==> src/rtl/keypad_scanner.sv <==
// rtl/keypad_scanner.sv - 4x4 matrix keypad scanner with debounce and one-cycle key strobe.
// Optional auto-repeat of the strobe while a key is held: define KEYPAD_AUTOREPEAT_EN.
module keypad_scanner #(
  parameter int CLK_IN         = 50_000_000,
  parameter int SCAN_HZ        = 1000,
  parameter int DEBOUNCE_TICKS = 4,
  parameter int REPEAT_DELAY   = 500,
  parameter int REPEAT_RATE    = 100
) (
  input  logic       i_clk,
  input  logic       i_reset_n,
  input  logic [3:0] i_rows,
  output logic [3:0] o_cols,
  output logic [3:0] o_key,
  output logic       o_key_pe,
  output logic       o_held
);

  localparam int TICK_DIV = CLK_IN / SCAN_HZ;
  localparam int DW       = $clog2(TICK_DIV);

  typedef enum logic [1:0] {ST_SCAN, ST_DEBOUNCE, ST_PRESSED} state_t;

  state_t        state_q, state_d;
  logic [3:0]    sync1_q, rs_q;
  logic [DW-1:0] div_q;
  logic          tick;
  logic [1:0]    col_q, col_d, row_q, row_d;
  logic [7:0]    cnt_q, cnt_d, cnt_inc;
  logic [3:0]    key_q, key_d;
  logic          pe_q, pe_d, held_q, held_d;
  logic          single_low;
  logic [1:0]    low_row;
`ifdef KEYPAD_AUTOREPEAT_EN
  logic [15:0]   rep_q, rep_d, rep_inc;
`endif

  function automatic logic [3:0] key_code(input logic [1:0] r, input logic [1:0] c);
    case ({r, c})
      4'h0: key_code = 4'h1;  4'h1: key_code = 4'h2;  4'h2: key_code = 4'h3;  4'h3: key_code = 4'hA;
      4'h4: key_code = 4'h4;  4'h5: key_code = 4'h5;  4'h6: key_code = 4'h6;  4'h7: key_code = 4'hB;
      4'h8: key_code = 4'h7;  4'h9: key_code = 4'h8;  4'hA: key_code = 4'h9;  4'hB: key_code = 4'hC;
      4'hC: key_code = 4'hE;  4'hD: key_code = 4'h0;  4'hE: key_code = 4'hF;  default: key_code = 4'hD;
    endcase
  endfunction

  assign tick = (div_q == DW'(TICK_DIV - 1));

  always_ff @(posedge i_clk or negedge i_reset_n) begin
    if (!i_reset_n) begin
      sync1_q <= 4'hF;
      rs_q    <= 4'hF;
      div_q   <= '0;
    end else begin
      sync1_q <= i_rows;
      rs_q    <= sync1_q;
      div_q   <= tick ? '0 : div_q + DW'(1);
    end
  end

  // Exactly one row low is a candidate key; zero or several lows are treated as no key.
  always_comb begin
    single_low = 1'b1;
    low_row    = 2'd0;
    case (rs_q)
      4'b1110: low_row = 2'd0;
      4'b1101: low_row = 2'd1;
      4'b1011: low_row = 2'd2;
      4'b0111: low_row = 2'd3;
      default: single_low = 1'b0;
    endcase
  end

  always_comb begin
    state_d = state_q;
    col_d   = col_q;
    row_d   = row_q;
    cnt_d   = cnt_q;
    key_d   = key_q;
    pe_d    = 1'b0;
    held_d  = held_q;
    cnt_inc = cnt_q + 8'd1;
    if (tick) begin
      case (state_q)
        ST_SCAN: begin
          if (single_low) begin
            row_d   = low_row;
            cnt_d   = 8'd1;
            state_d = ST_DEBOUNCE;
          end else begin
            col_d = col_q + 2'd1;
          end
        end
        ST_DEBOUNCE: begin
          if (single_low && (low_row == row_q)) begin
            if (cnt_inc == 8'(DEBOUNCE_TICKS)) begin
              key_d   = key_code(row_q, col_q);
              pe_d    = 1'b1;
              held_d  = 1'b1;
              cnt_d   = 8'd0;
              state_d = ST_PRESSED;
            end else begin
              cnt_d = cnt_inc;
            end
          end else begin
            cnt_d   = 8'd0;
            col_d   = col_q + 2'd1;
            state_d = ST_SCAN;
          end
        end
        ST_PRESSED: begin
          if (rs_q == 4'hF) begin
            if (cnt_inc == 8'(DEBOUNCE_TICKS)) begin
              held_d  = 1'b0;
              cnt_d   = 8'd0;
              col_d   = col_q + 2'd1;
              state_d = ST_SCAN;
            end else begin
              cnt_d = cnt_inc;
            end
          end else begin
            cnt_d = 8'd0;
          end
        end
        default: state_d = ST_SCAN;
      endcase
    end
`ifdef KEYPAD_AUTOREPEAT_EN
    rep_d   = rep_q;
    rep_inc = rep_q + 16'd1;
    if ((state_q == ST_PRESSED) && (state_d == ST_PRESSED)) begin
      if (tick && (rs_q != 4'hF)) begin
        // After the first repeat the counter parks at REPEAT_DELAY so later repeats are REPEAT_RATE apart.
        if (rep_inc == 16'(REPEAT_DELAY + REPEAT_RATE)) begin
          pe_d  = 1'b1;
          rep_d = 16'(REPEAT_DELAY);
        end else begin
          pe_d  = (rep_inc == 16'(REPEAT_DELAY));
          rep_d = rep_inc;
        end
      end
    end else begin
      rep_d = '0;
    end
`endif
  end

  always_ff @(posedge i_clk or negedge i_reset_n) begin
    if (!i_reset_n) begin
      state_q <= ST_SCAN;
      col_q   <= 2'd0;
      row_q   <= 2'd0;
      cnt_q   <= 8'd0;
      key_q   <= 4'h0;
      pe_q    <= 1'b0;
      held_q  <= 1'b0;
`ifdef KEYPAD_AUTOREPEAT_EN
      rep_q   <= '0;
`endif
    end else begin
      state_q <= state_d;
      col_q   <= col_d;
      row_q   <= row_d;
      cnt_q   <= cnt_d;
      key_q   <= key_d;
      pe_q    <= pe_d;
      held_q  <= held_d;
`ifdef KEYPAD_AUTOREPEAT_EN
      rep_q   <= rep_d;
`endif
    end
  end

  assign o_cols   = ~(4'b0001 << col_q);
  assign o_key    = key_q;
  assign o_key_pe = pe_q;
  assign o_held   = held_q;

endmodule

==> config.mk <==
export PLATFORM = sky130hd
export DESIGN_NAME = keypad_scanner
export DESIGN_NICKNAME = d
export VERILOG_FILES = /design/src/rtl/keypad_scanner.sv
export SDC_FILE = /design/constraint.sdc
export NUM_CORES = 1
export LEC_CHECK = 0
export BUFFER_PORTS_ARGS = -buffer_cell sky130_fd_sc_hd__buf_2
export CAP_MARGIN = 20
export CORE_MARGIN = 4
export CORE_UTILIZATION = 50
export CTS_BUF_LIST = sky130_fd_sc_hd__clkbuf_4
export DETAILED_ROUTE_END_ITERATION = 7
export PLACE_DENSITY = 0.68
export SKIP_CTS_REPAIR_TIMING = 1
export SYNTH_ARGS = -nofsm -noshare
export SYNTH_HDL_FRONTEND = slang
export SYNTH_SLANG_ARGS = --single-unit
==> constraint.sdc <==
create_clock -name i_clk -period 6.9 [get_ports i_clk]
set_clock_uncertainty 0.2 [all_clocks]
set_input_delay 1.035 -clock i_clk [delete_from_list [all_inputs] [get_ports i_clk]]
set_output_delay 1.035 -clock i_clk [all_outputs]
set_load 0.03 [all_outputs]
==> flow_summary.ini <==
[sta]
slew_headroom_pct = 37.83
period_share_pct = 38.69
period_minus_slack_ns = 2.670
worst_pin_slew_ns = 0.9326
setup_violations = 0
fin_tns_setup_ns = 0
holdWs_ns = 0.1655
maxSlewViolCount = 0
fmax_mhz = 374.6
hold_viol = 0
grt_setup_unrepaired = no

[hold_path]
holdCritStartpoint = sync1_q[1]$_DFF_PN1_
min_path_type = reg -> reg

[global_route]
grt_max_degree = 45
antenna_found_initial = 0
grt_usage_pct = 17.26
grt_pass1_vias = 1943
grt_pass1_wl_mm = 8.707
grt_overflow = 0

[synthesis]
ys_seq_area_share_pct = 44.18
synth_cell_types = 53
yosysWarnings = 0
synthArstFlopShare_pct = 100.0
syn_avg_cell_area_um2 = 10.14
synth_cells = 248
synth-main-ff-cell = dfrtp_1
synth_area_um2 = 2515
synth_edf_count = 0
ys_seq_elements = 44
synth_nets = 266

[cells_and_area]
diodes = 0
syn_to_final_growth_pct = 6.766
final_util_pct = 56.10
drive_gt1_share_pct = 15.83
finalInstanceArea_um2 = 2685
final_cell_mix = dfrtp_1, nand2_1, nor2_1, buf_2, nand3_1
fillers = 450
fin_nets = 276
final_common_cell = dfrtp_1

[pwr]
power.static_leakage_nw = 1.168
ir_worst_vdd_mv = 0.1057
powerDensity_nw_per_um2 = 162.1
finalPower_uw = 435.2

[placement]
gp_congestion = 0.8355
postPlaceCellArea_um2 = 2605
hpwl_mm = 3.387
io_buffer_count = 15

[clocking]
cts-root-buf = clkbuf_4
cts_buffer_depth = 2
cts.sinks = 44
clkLatencyLatePin_ns = 0.35
cts_tree = yes
cts_max_level = 2
path_clk_slew_ns = 0.13
cts_inserted_buffers = 5

[worst_setup_path]
critPathTopFamily = flip-flops
path_cells = inv_1 > ha_1 > inv_1 > buf_2
critPathKind = reg -> out
cpMaxStageDelayCell = dfrtp_1
crit_top_cell = inv_1
startpoint_type = flop
worstPathMaxFanout = 6
arrival_ns = 1.43
cpPeakStageDelay_ns = 0.48
crit_path_end_kind = output pin
crit_required_ns = 5.66
timing.rr.start = cnt_q[0]$_DFFE_PN0P_
crit_start = col_q[0]$_DFFE_PN0P_
cp_num_buf_inv = 3

[routing]
drtAntennaViolNets = 0
drc_errors = 0
drtIter0Drc = 65
wl_mm = 4.670
viasPerCell = 5.678
drt-wirelength-per-cell_um = 14.33
drt_first_pass_iters = 5
num_vias = 1851

[die]
die_y_um = 78.92
core_area_um2 = 4786
die_x_um = 78.92
rows = 25
dieArea_um2 = 6228
io-pin-count = 16
initial_utilization_pct = 52.55

[run_status]
status = complete, no violations

[job]
drv_cap = 0
## area by class of cell
type	instances	area (um^2)	share of cell area [%]
Clock buffer	5	37.54	1.398
Clock inverter	3	42.54	1.584
Inverter	11	41.29	1.538
Multi-Input combinational cell	181	1294	48.18
Sequential cell	44	1111	41.38
Tap cell	67	83.83	3.122
Timing Repair Buffer	15	75.07	2.796
## sequential cells by signal, summed over array words and instances, names as in the netlist
signal	flops
div_q	16
cnt_q	8
o_key	4
rs_q	4
sync1_q	4
col_q	2
row_q	2
state_q	2
o_held	1
o_key_pe	1
## logic make-up (layout without fill, tap and decap cells)
kind of cell | Yosys count | in the layout | share of synthesized area, %
simple gates | 100 | 100 | 23.14
compound gates | 47 | 47 | 13.78
flops | 44 | 44 | 44.18
buf+inv | 23 | 34 | 4.377
xor+xnor | 16 | 16 | 5.572
fa+ha+maj | 12 | 12 | 5.970
mux | 6 | 6 | 2.985
## worst reg2reg max path: stages (launching register included)
cell     delay, ns
dfrtp_1       0.41
ha_1          0.25
or4b_4        0.50
or4_4         0.45
and2_4        0.18
nor3_2        0.11
mux2_1        0.33
## path summary, 6_finish.rpt
check                                         end  slack (ns)  depth (start not counted)
max in group asynchronous     div_q[14]$_DFF_PN0_        5.31                          1
max reg2reg                state_q[0]$_DFFE_PN0P_        4.37                          6
min                             rs_q[1]$_DFF_PN1_        0.17                          0
min in group asynchronous    o_key[3]$_DFFE_PN0P_        0.59                          1
min reg2reg                     rs_q[1]$_DFF_PN1_        0.17                          0
max                                     o_cols[0]        4.23                          4
## per-layer routing
metal  part of all wire [%]  global-route usage, %
met3                    3.0                  2.834
met2                     47                  28.78
met5                      0                      0
met1                     48                  22.74
met4                    1.3                  6.186
## synthesized netlist by cell type (2+ instances only)
cell       number  area share, %
a211oi_1        4            1.2
a21oi_1         3           0.60
and3_1          9            2.2
and3b_1         2           0.70
and4_1          3            1.0
buf_4           2           0.60
buf_6           2           0.90
clkbuf_1        6           0.90
dfrtp_1        36             36
dfstp_2         8            8.4
ha_1           12            6.0
inv_1          11            1.6
mux2_1          2           0.90
mux2i_1         3            1.2
nand2_1        22            3.3
nand3_1        14            2.8
nand3b_1        3           0.90
nand4_1         3           0.75
nand4b_1        3            1.0
nor2_1         16            2.4
nor3_1          4           0.80
nor3b_1         2           0.60
nor4_1          2           0.50
nor4b_1         2           0.70
nor4bb_1        3            1.2
o2111a_1        3            1.3
o2111ai_1       3            1.0
o211ai_1        2           0.60
o21ai_0        12            2.4
o31ai_1        13            3.9
or2_2           2           0.50
xnor2_1         8            2.8
xor2_1          8            2.8
## report_power, final
part           internal, mW  leakage [nW]  switching (mW)  total (mW)
sequential            0.262         0.573         0.00288       0.265
clock                0.0756        0.0412          0.0828       0.158
combinational       0.00349         0.554         0.00819      0.0117
total                 0.341          1.17          0.0939       0.435
## stage by stage
stage          std cells  setup slack (ns)
3_3_place_gp         318             4.399
3_5_place_dp         318             4.390
4_1_cts              326             4.216
2_1_floorplan        248             4.493
6_report             326             4.230
5_1_grt              326             4.091
Note: power is estimated with default switching activity, not from simulation.
